==> src/rtl/video_sig_gen.sv <==
// Raster timing generator: hcount/vcount coordinates, sync/active strobes,
// new-frame pulse and frame counter, all registered and mutually aligned.
module video_sig_gen #(
  parameter int ACTIVE_H_PIXELS = 1280,
  parameter int H_FRONT_PORCH   = 110,
  parameter int H_SYNC_WIDTH    = 40,
  parameter int H_BACK_PORCH    = 220,
  parameter int ACTIVE_LINES    = 720,
  parameter int V_FRONT_PORCH   = 5,
  parameter int V_SYNC_WIDTH    = 5,
  parameter int V_BACK_PORCH    = 20,
  parameter int FPS             = 60
) (
  input  logic        pixel_clk_in,
  input  logic        rst_in,
  output logic [10:0] hcount_out,
  output logic [9:0]  vcount_out,
  output logic        hs_out,
  output logic        vs_out,
  output logic        ad_out,
  output logic        nf_out,
  output logic [5:0]  fc_out
);

  localparam int H_TOTAL = ACTIVE_H_PIXELS + H_FRONT_PORCH + H_SYNC_WIDTH + H_BACK_PORCH;
  localparam int V_TOTAL = ACTIVE_LINES + V_FRONT_PORCH + V_SYNC_WIDTH + V_BACK_PORCH;

  localparam logic [10:0] H_LAST     = 11'(H_TOTAL - 1);
  localparam logic [10:0] H_ACT      = 11'(ACTIVE_H_PIXELS);
  localparam logic [10:0] HS_START   = 11'(ACTIVE_H_PIXELS + H_FRONT_PORCH);
  localparam logic [10:0] HS_END     = 11'(ACTIVE_H_PIXELS + H_FRONT_PORCH + H_SYNC_WIDTH);
  localparam logic [9:0]  V_LAST     = 10'(V_TOTAL - 1);
  localparam logic [9:0]  V_ACT      = 10'(ACTIVE_LINES);
  localparam logic [9:0]  VS_START   = 10'(ACTIVE_LINES + V_FRONT_PORCH);
  localparam logic [9:0]  VS_END     = 10'(ACTIVE_LINES + V_FRONT_PORCH + V_SYNC_WIDTH);
  localparam logic [5:0]  FC_LAST    = 6'(FPS - 1);

  logic        r_running;
  logic [10:0] w_h_next;
  logic [9:0]  w_v_next;
  logic        w_ad_next;
  logic        w_hs_next;
  logic        w_vs_next;
  logic        w_nf_next;

  // The first edge after reset only arms the generator, so (0,0) is held for it.
  always_comb begin
    w_h_next = '0;
    w_v_next = '0;
    if (r_running) begin
      if (hcount_out == H_LAST) begin
        w_h_next = '0;
        w_v_next = (vcount_out == V_LAST) ? 10'd0 : vcount_out + 10'd1;
      end else begin
        w_h_next = hcount_out + 11'd1;
        w_v_next = vcount_out;
      end
    end
  end

  assign w_ad_next = (w_h_next < H_ACT) && (w_v_next < V_ACT);
  assign w_hs_next = (w_h_next >= HS_START) && (w_h_next < HS_END);
  assign w_vs_next = (w_v_next >= VS_START) && (w_v_next < VS_END);
  assign w_nf_next = (w_h_next == H_ACT) && (w_v_next == V_ACT);

  // Strobes are decoded from the next coordinate so they land with it.
  always_ff @(posedge pixel_clk_in or posedge rst_in) begin
    if (rst_in) begin
      r_running  <= 1'b0;
      hcount_out <= '0;
      vcount_out <= '0;
      hs_out     <= 1'b0;
      vs_out     <= 1'b0;
      ad_out     <= 1'b0;
      nf_out     <= 1'b0;
      fc_out     <= '0;
    end else begin
      r_running  <= 1'b1;
      hcount_out <= w_h_next;
      vcount_out <= w_v_next;
      hs_out     <= w_hs_next;
      vs_out     <= w_vs_next;
      ad_out     <= w_ad_next;
      nf_out     <= w_nf_next;
      if (w_nf_next) begin
        fc_out <= (fc_out == FC_LAST) ? 6'd0 : fc_out + 6'd1;
      end
    end
  end

endmodule

==> config.mk <==
export PLATFORM = sky130hd
export DESIGN_NAME = video_sig_gen
export DESIGN_NICKNAME = d
export VERILOG_FILES = /design/src/rtl/video_sig_gen.sv
export SDC_FILE = /design/constraint.sdc
export NUM_CORES = 1
export LEC_CHECK = 0
export ABC_AREA = 1
export CORE_MARGIN = 10
export CORE_UTILIZATION = 50
export CTS_BUF_LIST = sky130_fd_sc_hd__clkbuf_4
export CTS_CLUSTER_DIAMETER = 200
export DETAILED_ROUTE_END_ITERATION = 10
export DONT_BUFFER_PORTS = 1
export PLACE_DENSITY = 0.67
export SYNTH_ARGS = -nofsm -noshare
export SYNTH_HDL_FRONTEND = slang
export SYNTH_SLANG_ARGS = --single-unit
==> constraint.sdc <==
create_clock -name pixel_clk_in -period 2.05 [get_ports pixel_clk_in]
set_input_delay 0.615 -clock pixel_clk_in [delete_from_list [all_inputs] [get_ports pixel_clk_in]]
set_output_delay 0.615 -clock pixel_clk_in [all_outputs]
set_load 0.02 [all_outputs]
; ---- After elaboration in Yosys (flattened, before gate mapping)
; Index checks and enable logic that the tools add are counted.
[totals]
ff_bits = 32
latchBits = 0
ramBits = 0
mem_bits_ro = 0
in_bits = 2
out_inout_bits = 31
word_cells = 32
memories = 0
[op_classes]
n_addsub = 3
n_mul = 0
div = 0
magnitude_cmp = 6
eq_ne = 5
n_shift = 0
n_mux = 6
bitwise_logic = 0
n_reduce_logical = 4
[op_table]
columns = op, n
row1 = $mux W10, 3
row2 = $eq A11 B11 Y1 const B, 2
row3 = $lt A11 B11 Y1 const B, 2
row4 = $mux W11, 2
row5 = $eq A10 B10 Y1 const B, 2
row6 = $lt A10 B10 Y1 const B, 2
row7 = $add A11 B1 Y11 const B, 1
row8 = $ge A11 B11 Y1 const B, 1
row9 = $add A10 B1 Y10 const B, 1
row10 = $ge A10 B10 Y1 const B, 1
row11 = $add A6 B1 Y6 const B, 1
row12 = $eq A6 B6 Y1 const B, 1
row13 = $mux W6, 1
row14 = $logic_and A1 B1 Y1, 4

; ---- Depth between registers and ports, before layout
; Gate-level depths: netlist of run 1.
[logic_depth]
depth_word = 6
ltp_mapped = 16
depth_no_buf = 16

; ---- Worst setup path after synthesis of run 1
; OpenSTA, ideal clock, no wires.
[synth_timing]
path_type = register -> register
from = reg hcount_out[0]
to = reg fc_out[3]
setup_time_ns = 0.118
t_arrival_ns = 1.891
required_time_ns = 1.932
slack_ns = 0.041
stages_incl_launch_ff = 15
n_path_buf = 0
synth_period_minus_slack_ns = 2.009
path_cell_list = dfrtp_1 -> ha_1 -> inv_1 -> nor2_1 -> nand3_2 -> nor2_4 -> nand3_2 -> nand2_1 -> inv_2 -> nor2_1 -> nand2_2 -> nor2_8 -> nand3_4 -> nand2_1 -> nand2_1
[synth_via]
elab_chain_len = 5
word_cells_on_any_way = 9
classes_between = 1 x add/sub / 3 x eq/ne / 4 x mux / 1 x reduce/logical
[synth_lines]
columns = element, line
row1 = from (decl), 16  ; output logic [10:0] hcount_out,
row2 = from (signal assigned), 79  ; hcount_out <= w_h_next;
row3 = $add A11 B1 Y11 / $eq A11 B11 Y1 (equally long branches), "55, 51"
row4 = $mux W11 / $mux W10 (equally long branches), 51  ; if (hcount_out == H_LAST) begin
row5 = $mux W11 / $mux W10 (equally long branches), 50  ; if (r_running) begin
row6 = $eq A11 B11 Y1 / $eq A10 B10 Y1 (equally long branches), 64  ; assign w_nf_next = (w_h_next == H_ACT) && (w_v_next == V_ACT);
row7 = $logic_and A1 B1 Y1 (*), 64
row8 = to (signal assigned), 86  ; fc_out <= (fc_out == FC_LAST) ? 6'd0 : fc_out + 6'd1;
row9 = to (decl), 22  ; output logic [5:0] fc_out
; Every way passes the cells marked *; elsewhere a longest branch is shown, timed or not.
; A chain may end at the register's enable or synchronous reset.

; ---- Worst setup path after layout of run 1
[layout_timing]
from = reg hcount_out[1]
to = reg fc_out[2]
; The elaborated chain is that of the path after synthesis.

==> impl_results.md, run 1 <==
* Die footprint at between 7000 and 8000 um2
* Fin nets at 377
* Per-cell routed wire length at around 14 um
* Crit end category: register
* Final WS setup at -17.9 ps
* Antenna violations before repair at 0
* RSZ-0062 raised after global routing: yes
* Nature of the critical path startpoint: register
* Final setup viols at 6
* Global route overflow at 0
* R2r worst-path depth at 17
* Area contributors post-synth: dfrtp_1 (36%), nand2_1 (16%), inv_1 (8.2%)
* Leak at approximately 1.5 nW
* Vias in the first global route at approximately 2100
* Clk_skew at between 8 and 9 ps
* TritonCTS clock tree: yes
* Mapped Nets at about 320
* Critical path class: reg -> reg
* Violated checks: negative setup slack
* PD cells at 425 nW/um2
* Gp weighted congestion at 0.876
* Yosys top cell by area: dfrtp_1
* Crit share post-route at 1.01
* Tmin final at around 2100 ps
* CORE AREA at roughly 4400 um2
* Reg-to-reg startpoint: hcount_out[1]$_DFF_PP0_
* Diode count at 0
* Share of cells above drive strength 1 at 0.310
* Final Hold Fails at 0
* # hold bufs at CTS at 0
* Site Rows at 24
* Sequential share of the synthesized area at 0.356
* FF-to-FF setup slack at -20 ps
* Clock sink total at 32
* CP max FO at 6
* Hold Crit Class: in -> async
* First-pass GRT wire length at between 9 and 10 mm
* Initial Util at 0.516
* Pin count of the biggest net entering global routing at 33
* # IOs at 33
* Clock power share at 0.396
* Flop pwr share at 0.521
* P_sw at between 300 and 400 uW
* Clk_lat worst skew at between 300 and 400 ps
* Die Wd at between 80 and 90 um
* Critical Path AT at between 2000 and 2500 ps
* Post-Syn Area at about 2200 um2
* Netlist cell types at 31
* CP Launch Point: hcount_out[1]$_DFF_PP0_
* Yosys reg bits at 32
* CTS Buf Count at 5
* Avg Synthesized Cell Area at ~7.1 um2
* Maximum root-to-sink buffer count at 2
* Height of the die at ~87 um
* Via density at between 5 and 6
* WL final at approximately 5.8 mm
* Setup WS pre-CTS at -52.5 ps
* Clock transition at path regs at about 110 ps
* Worst VDD drop at 0.000425 V
* Pre-Repair DR Iteration Count at 4
* Post-synth top area share at 0.356
* Power, Total at ~1.2 mW
* HPWL Detailed at roughly 4.4 mm
* Slew Limit Fails at 0
* Final Cell Area at 2890 um2
* Placement Cell Area at roughly 2600 um2
* Pint at around 930 uW
* DR vias at 2169
* Setup tns final at -71.7 ps
* Hold_ws at roughly 230 ps
* 1st-iter DRT viols at between 100 and 150
* RR Endpoint: fc_out[2]$_DFFE_PP0P_
* Count of non-filler cells in the finished layout at between 400 and 500
* Mapped Cells at between 300 and 400
* Outcome: complete, but fails checks
* P&R area growth vs syn at 28.8%
* Max-Cap Viols at 0
* Max H-tree Level at 2
* Synth warn at 0
* WP data required at 2280 ps
* Tot GR Track Use at 0.157
* Inst Count DP at 404
* Max frequency at approximately 480 MHz
* Core Util, Final at 0.665
* CTS root buf: clkbuf_4
* Remaining antenna violation count at 0
* DRC at 0
* Port buffer count at 0
* Comb pwr share at 0.083
* Sw Ratio at 0.245
-- power by group through the flow --
stage	clock [mW]	combinational [mW]	sequential (mW)
3_3_place_gp	0	0.0903	0.653
5_1_grt	0.525	0.115	0.643
4_1_cts	0.498	0.0971	0.641
6_report	0.487	0.102	0.641
2_1_floorplan	0	0.0472	0.661
3_5_place_dp	0	0.0904	0.654
-- cells in the final DEF (no fill, tap or decap), types with 2 or more instances in the layout --
cell type,instances
a21oi_1,5
buf_4,45
buf_6,2
clkbuf_4,5
dfrtp_1,32
ha_1,3
ha_2,2
inv_1,45
inv_2,7
nand2_1,87
nand2_2,10
nand2_4,2
nand3_1,17
nand3_2,11
nand3_4,3
nand3b_1,2
nand4_1,14
nor2_1,28
nor2_2,3
nor2_4,13
nor2_8,2
nor3_1,4
nor3_2,2
o21ai_0,5
o21ai_1,3
xor2_1,6
-- logic make-up after synthesis --
family,count (synthesis),share of synthesized area
flip-flops,32,0.356
other,1,0.00167
buffers and inverters,55,0.0935
XOR/XNOR,7,0.0273
AND/OR/NAND/NOR,201,0.453
adder cells (fa/ha/maj),5,0.0278
AO/OA/AOI/OAI,16,0.0401
-- synth_stat cells, drive strengths merged --
| library cell | count |
|---|---|
| xor2 | 6 |
| nor3b | 1 |
| o21bai | 1 |
| nand2 | 99 |
| and3 | 1 |
| a31oi | 1 |
| or2 | 1 |
| nor3 | 6 |
| buf | 3 |
| nand3 | 31 |
| o21ai | 8 |
| nand4 | 15 |
| a21oi | 5 |
| o211ai | 1 |
| xnor2 | 1 |
| inv | 52 |
| ha | 5 |
| nor2 | 45 |
| nand3b | 2 |
| conb | 1 |
| dfrtp | 32 |
-- state kept, by name (all words and copies together), names as in the netlist --
register	count
r_running	1
ad_out	1
hcount_out	11
nf_out	1
vcount_out	10
hs_out	1
vs_out	1
fc_out	6
-- worst max-delay path by stage --
stage                                       end  slack [ps]  cells after the start
after floorplan           fc_out[3]$_DFFE_PP0P_          40                     14
after CTS                 fc_out[4]$_DFFE_PP0P_         -50                     15
after detailed placement  fc_out[4]$_DFFE_PP0P_         -50                     15
after global placement    fc_out[0]$_DFFE_PP0P_         -30                     15
after global routing      fc_out[1]$_DFFE_PP0P_        -180                     17
final                     fc_out[2]$_DFFE_PP0P_         -20                     17
-- worst max-delay path: stages, from the launching register on --
cell	delay, ps
dfrtp_1	400
inv_1	60
ha_2	170
inv_2	40
nor2_2	80
nand3_2	120
nor2_4	210
buf_6	140
nand2_4	50
nand2_1	70
nand2_1	80
inv_2	90
nor2_4	50
nand2_2	100
nor2_8	60
buf_12	120
nand4_1	70
nand2_1	60
-- per-layer routing --
metal  global-route usage  part of all wire  vias to the layer above
li1                     -                 -                     1112
met1                0.182              0.42                     1001
met2                0.262              0.50                       45
met3               0.0506             0.064                       11
met4               0.0589             0.017                        0
met5                    0                 0                        -
-- layout make-up --
type | count | area, um2
clock buffer | 5 | 37.5
clock inverter | 3 | 42.5
fill | 367 | 1460
inverter | 52 | 195
multi-input combinational | 231 | 1370
sequential | 32 | 801
tap | 52 | 65.1
timing repair buffer | 48 | 380
-- what timing repair did --
item / CTS / global route
cloned: 0 / 1
pin swaps: 15 / 23
resized for setup: 6 / 33
setup endpoints to repair: 7 / 10
buffers inserted: 7 / 3
No activity file was read; power rests on OpenSTA's default activity.
==> run 2: changes to the inputs <==
--- a/config.mk
+++ b/config.mk
@@ -13,6 +13,7 @@
 export DETAILED_ROUTE_END_ITERATION = 10
 export DONT_BUFFER_PORTS = 1
 export PLACE_DENSITY = 0.67
+export SETUP_SLACK_MARGIN = 0.4
 export SYNTH_ARGS = -nofsm -noshare
 export SYNTH_HDL_FRONTEND = slang
 export SYNTH_SLANG_ARGS = --single-unit
==> run 2 against run 1 <==
Cell count is 0.71% lower. Combinational power hardly changed. The run still ends with negative setup slack left. Maximum frequency is 0.30% lower. Clock power is 29% lower. Total power is 11% lower. Worst hold slack better by 2.5 ps. Clock skew is 5.5 ps higher. Die area stayed put.
==> impl_results.md, run 2 (same netlist as run 1, synthesis figures left out) <==
* Outcome: complete, but fails checks
* Violated checks: negative setup slack
* Final WS setup at -24.2 ps (-6.32 ps)
* PD cells at 380 nW/um2 (-11%)
* First-pass GRT wire length at 9.90 mm (+2.1%)
* Remaining antenna violation count at 0 (unchanged)
* Site Rows at 24 (unchanged)
* Biggest register: hcount_out
* 1st-iter DRT viols at 171 (+17%)
* Diode count at 0 (unchanged)
* Max frequency at 482 MHz (-0.30%)
* Largest regs: hcount_out: 11 flops, vcount_out: 10 flops, fc_out: 6 flops
* Port buffer count at 0 (unchanged)
* Nature of the critical path startpoint: register
* CP max FO at 6 (unchanged)
* Antenna violations before repair at 0 (unchanged)
* HPWL Detailed at 4.40 mm (+0.39%)
* CTS Buf Count at 5 (unchanged)
* Clock sink total at 32 (unchanged)
* Max H-tree Level at 2 (unchanged)
* Final setup viols at 6 (unchanged)
* DR vias at 2180 (+0.51%)
* Maximum root-to-sink buffer count at 2 (unchanged)
* Clk_lat worst skew at 340 ps (about the same)
* Fin nets at 374 (-0.80%)
* Slew Limit Fails at 0 (unchanged)
* Hold Crit Class: in -> async
* Share of cells above drive strength 1 at 0.310 (about the same)
* Setup tns final at -96.4 ps (-24.7 ps)
* Worst VDD drop at 0.000477 V (+12%)
* Critical path class: reg -> reg
* Tot GR Track Use at 0.159 (+0.00244)
* Die footprint at 7580 um2 (unchanged)
* Hold_ws at 236 ps (+2.51 ps)
* Crit share post-route at 1.01 (+0.00308)
* CTS root buf: clkbuf_4
* Clock transition at path regs at 110 ps (about the same)
* Global route overflow at 0 (unchanged)
* Filler cells at 376 (+2.5%)
* Via density at 5.19 (+1.2%)
* Most frequent cells in the layout: nand2_1 (86), inv_1 (46), buf_4 (38)
* Initial Util at 0.516 (unchanged)
* DRC at 0 (unchanged)
* Height of the die at 87.0 um (unchanged)
* Leak at 1.51 nW (-1.8%)
* Crit end category: register
* P&R area growth vs syn at 28.5%
* Critical Path AT at 2300 ps (about the same)
* Gp weighted congestion at 0.927 (+5.8%)
* Vias in the first global route at 2100 (+0.29%)
* # hold bufs at CTS at 0 (unchanged)
* Max-Cap Viols at 0 (unchanged)
* CORE AREA at 4350 um2 (unchanged)
* Count of non-filler cells in the finished layout at 420 (-0.71%)
* Clk_skew at 14.3 ps (+5.46 ps)
* WL final at 6.07 mm (+3.8%)
* TritonCTS clock tree: yes
* Inst Count DP at 399 (-1.2%)
* Pre-Repair DR Iteration Count at 4 (unchanged)
* Pin count of the biggest net entering global routing at 33 (unchanged)
* Largest register FFs at 11 (unchanged)
* Tmin final at 2070 ps (+6.32 ps)
* Die Wd at 87.0 um (unchanged)
* RSZ-0062 raised after global routing: yes
* Per-cell routed wire length at 14.5 um (+4.6%)
* WP data required at 2280 ps (about the same)
* # IOs at 33 (unchanged)
* Final Hold Fails at 0 (unchanged)
* Most common cell after layout, fill and taps aside: nand2_1
run 2: cell count changes in the layout (fill, tap and decap cells not counted), moves of 3 or more:
cell / before / now
nand3_2: 11 / 8
dfrtp_2: 0 / 7
buf_6: 2 / 6
dfrtp_1: 32 / 25
buf_4: 45 / 38
o21ai_1: 3 / 0
run 2: layer usage:
| metal | vias up | GRT usage | part of all wire |
|---|---|---|---|
| met5 | - | 0 | 0 |
| met4 | 0 | 0.0604 | 0.015 |
| met3 | 12 | 0.0337 | 0.068 |
| met2 | 72 | 0.264 | 0.50 |
| met1 | 996 | 0.197 | 0.42 |
| li1 | 1100 | - | - |
run 2: per-stage QoR:
step	setup WS (ps)	utilization	power [mW]	instance area [um2]
2_1_floorplan	90.2	-	0.714	2280
3_3_place_gp	41.2	0.595	0.740	2590
3_5_place_dp	-15.0	0.595	0.740	2590
4_1_cts	23.4	0.638	1.09	2780
5_1_grt	-177	0.663	1.14	2890
6_report	-24.2	0.663	1.10	2890
run 2: path summary, 6_finish.rpt:
path / slack, ps / end / cells past startpoint / start
max: -20 / fc_out[4]$_DFFE_PP0P_ / 15 / hcount_out[1]$_DFF_PP0_
min: 240 / hs_out$_DFF_PP0_ / 2 / rst_in
max reg2reg: -20 / fc_out[4]$_DFFE_PP0P_ / 15 / hcount_out[1]$_DFF_PP0_
min reg2reg: 670 / vcount_out[1]$_DFF_PP0_ / 2 / vcount_out[1]$_DFF_PP0_
max in group asynchronous: 1490 / hcount_out[6]$_DFF_PP0_ / 2 / rst_in
min in group pixel_clk_in: 670 / vcount_out[1]$_DFF_PP0_ / 2 / vcount_out[1]$_DFF_PP0_
run 2: where the power goes:
group,leakage [nW],switching (mW),internal [mW]
clock,0.0307,0.208,0.140
combinational,1.05,0.0672,0.0368
sequential,0.426,0.00875,0.637
run 2: critical path: stages (launching register included):
cell and delay, ps:
dfrtp_2 440, inv_2 70, ha_4 130, inv_4 50, nor3_4 210, nand2_2 90, nor2_4 220, nand2_2 80
nand3_2 90, nand2_1 80, inv_2 60, nand2_4 60, nor2_8 120, nand3_4 110, nand2_1 80, nand2_1 60
run 2: layout make-up:
cell class	count	area (um2)	area share
clock buffer	6	45.0	0.0156
clock inverter	2	7.51	0.00260
inverter	52	198	0.0685
multi-input combinational	230	1370	0.474
sequential	32	810	0.280
tap	52	65.1	0.0225
timing repair buffer	46	393	0.136
run 2: timing repair:
action / in CTS / in global routing
pin swaps: 7 / 11
gates resized for setup: 15 / 22
endpoints found under the setup margin: 15 / 23
buffers inserted: 8 / 5
==> run 3: changes to the inputs <==
--- a/config.mk
+++ b/config.mk
@@ -7,12 +7,12 @@
 export LEC_CHECK = 0
 export ABC_AREA = 1
 export CORE_MARGIN = 10
-export CORE_UTILIZATION = 50
+export CORE_UTILIZATION = 56
 export CTS_BUF_LIST = sky130_fd_sc_hd__clkbuf_4
 export CTS_CLUSTER_DIAMETER = 200
 export DETAILED_ROUTE_END_ITERATION = 10
 export DONT_BUFFER_PORTS = 1
-export PLACE_DENSITY = 0.67
+export PLACE_DENSITY = 0.71
 export SETUP_SLACK_MARGIN = 0.4
 export SYNTH_ARGS = -nofsm -noshare
 export SYNTH_HDL_FRONTEND = slang
==> run 3 against run 2 <==
Cell count shrank 0.48%. Utilization grew 11 points. Largest power group unchanged. Cell area grew 1.6%. The run still ends with negative setup slack left.
==> impl_results.md, run 3 (same netlist as run 1, synthesis figures left out) <==
* Outcome: complete, but fails checks
* Violated checks: negative setup slack
* CP Launch Point: hcount_out[1]$_DFF_PP0_
* FF-to-FF setup slack at -20 ps (about the same)
* Largest regs: hcount_out: 11 flops, vcount_out: 10 flops, fc_out: 6 flops
* Max H-tree Level at 2 (unchanged)
* RSZ-0062 raised after global routing: yes
* 1st-iter DRT viols at 237 (+39%)
* Clk_skew at 4.54 ps (-9.77 ps)
* Core Util, Final at 0.778 (+0.115)
* Height of the die at 83.3 um (-4.2%)
* DR vias at 2270 (+4.1%)
* Max frequency at 483 MHz (+0.29%)
* Clock sink total at 32 (unchanged)
* Most common cell after layout, fill and taps aside: nand2_1
* Initial Util at 0.596 (+0.0798)
* Filler cells at 276 (-27%)
* Most frequent cells in the layout: nand2_1 (81), inv_1 (43), buf_4 (38)
* Leak at 1.49 nW (-0.96%)
* Crit share post-route at 1.01 (-0.00289)
* Clk_lat worst skew at 330 ps (about the same)
* TritonCTS clock tree: yes
* R2r worst-path depth at 15 (unchanged)
* First-pass GRT wire length at 10.5 mm (+5.9%)
* Flop pwr share at 0.581 (-0.007)
* Critical path class: reg -> reg
* Final Hold Fails at 0 (unchanged)
* P&R area growth vs syn at 30.6%
* Slew Limit Fails at 0 (unchanged)
* CP max FO at 8 (+2)
* Sw Ratio at 0.264 (+0.00547)
* Die footprint at 6950 um2 (-8.3%)
* Setup tns final at -35.8 ps (+60.6 ps)
* PD cells at 378 nW/um2 (-0.50%)
* Met3 Use GR at 0.0586 (+0.0249)
* Site Rows at 22 (-8.3%)
* # hold bufs at CTS at 0 (unchanged)
* GRT busiest layer: met2
* Final WS setup at -18.3 ps (+5.92 ps)
* Worst VDD drop at 0.000420 V (-12%)
* Hold Crit Class: in -> async
* Tot GR Track Use at 0.175 (+0.0158)
* Reg-to-reg startpoint: hcount_out[1]$_DFF_PP0_
* WL final at 6.17 mm (+1.6%)
* Via density at 5.43 (+4.6%)
* Pin count of the biggest net entering global routing at 33 (unchanged)
* Clock transition at path regs at 100 ps (about the same)
* HPWL Detailed at 4.31 mm (-2.1%)
* WP data required at 2280 ps (about the same)
* RR Endpoint: fc_out[0]$_DFFE_PP0P_
* Die Wd at 83.3 um (-4.2%)
* P_sw at 293 uW (+3.2%)
* Seq. cell area at 812 um2 (+0.31%)
* Pre-Repair DR Iteration Count at 4 (unchanged)
* Comb pwr share at 0.100 (+0.005)
* Critical Path AT at 2300 ps (about the same)
* Remaining antenna violation count at 0 (unchanged)
* DRC at 0 (unchanged)
* Tmin final at 2070 ps (-5.92 ps)
* Area of the multi-input gates at 1410 um2 (+2.7%)
* Maximum root-to-sink buffer count at 2 (unchanged)
* Gp weighted congestion at 0.877 (-5.4%)
* Fin nets at 377 (+0.80%)
* Power, Total at 1.11 mW (+1.1%)
* M2 GR Usage at 0.283 (+0.0183)
* Biggest register: hcount_out
* Per-cell routed wire length at 14.8 um (+2.1%)
* CTS root buf: clkbuf_4
* Final setup viols at 5 (-1)
* CP endpoint: fc_out[0]$_DFFE_PP0P_
* Pint at 817 uW (+0.35%)
* # IOs at 33 (unchanged)
* Largest register FFs at 11 (unchanged)
* Antenna violations before repair at 0 (unchanged)
* Nature of the critical path startpoint: register
* CTS Buf Count at 5 (unchanged)
* Share of cells above drive strength 1 at 0.343 (+0.0335)
* Port buffer count at 0 (unchanged)
* Diode count at 0 (unchanged)
* Crit end category: register
* Met1 Track Usage GR at 0.219 (+0.0220)
* Global route overflow at 0 (unchanged)
* Clock power share at 0.318 (about the same)
* CORE AREA at 3770 um2 (-13%)
* Max-Cap Viols at 0 (unchanged)
* Vias in the first global route at 2249 (+7.1%)
run 3: cell type report:
| cell class | instances | area share |
|---|---|---|
| multi-input combinational | 231 | 0.480 |
| sequential | 32 | 0.277 |
| inverter | 52 | 0.0674 |
| timing repair buffer | 48 | 0.139 |
| clock buffer | 6 | 0.0154 |
| tap | 48 | 0.0205 |
| clock inverter | 1 | 0.00171 |
run 3: layer usage:
metal | vias up | wire [um] | share of wire
li1 | 1109 | - | -
met1 | 1065 | 2650 | 0.43
met2 | 84 | 2940 | 0.48
met3 | 12 | 479 | 0.078
met4 | 0 | 102 | 0.017
met5 | - | 0 | 0
run 3: stage by stage:
step / setup slack [ps] / hold WS (ps) / instance area, um2 / instances
floorplan: 90.2 / 611 / 2280 / 317
global placement: 1.70 / 616 / 2550 / 392
detailed placement: -29.9 / 652 / 2550 / 392
CTS: 40.4 / 277 / 2780 / 410
global route: -181 / 295 / 2930 / 418
finish: -18.3 / 270 / 2930 / 418
run 3: timing repair:
item,in CTS,in global routing
pin swaps,12,6
gates cloned,1,0
gates resized for setup,22,29
buffers inserted,10,8
setup endpoints to repair,18,27
hold endpoints to repair,0,0
run 3: worst min path at each step:
stage / end / slack (ps) / cells past startpoint
after floorplan: fc_out[5]$_DFFE_PP0P_ / 610 / 2
after global placement: nf_out$_DFF_PP0_ / 620 / 2
after detailed placement: hcount_out[2]$_DFF_PP0_ / 650 / 2
after CTS: hs_out$_DFF_PP0_ / 280 / 2
after global routing: vcount_out[1]$_DFF_PP0_ / 290 / 2
final: nf_out$_DFF_PP0_ / 270 / 2
run 3: worst max-delay path, stage by stage, from the launching register on:
cell,delay (ps)
dfrtp_2,420
inv_2,60
ha_4,140
inv_4,50
nor2_4,100
nand3_4,90
nor2_4,200
nor2_4,90
nand2_1,110
nand2_2,80
nor2_4,150
nand2_4,80
nor2_8,160
nand3_4,110
nand2_2,80
nand2_1,60
run 3: power groups by stage:
stage | Sequential (mW) | Clock (mW) | Combinational [mW]
3_5_place_dp | 0.658 | 0 | 0.0857
5_1_grt | 0.647 | 0.390 | 0.125
6_report | 0.645 | 0.354 | 0.111
2_1_floorplan | 0.663 | 0 | 0.0511
3_3_place_gp | 0.658 | 0 | 0.0822
4_1_cts | 0.646 | 0.360 | 0.0996
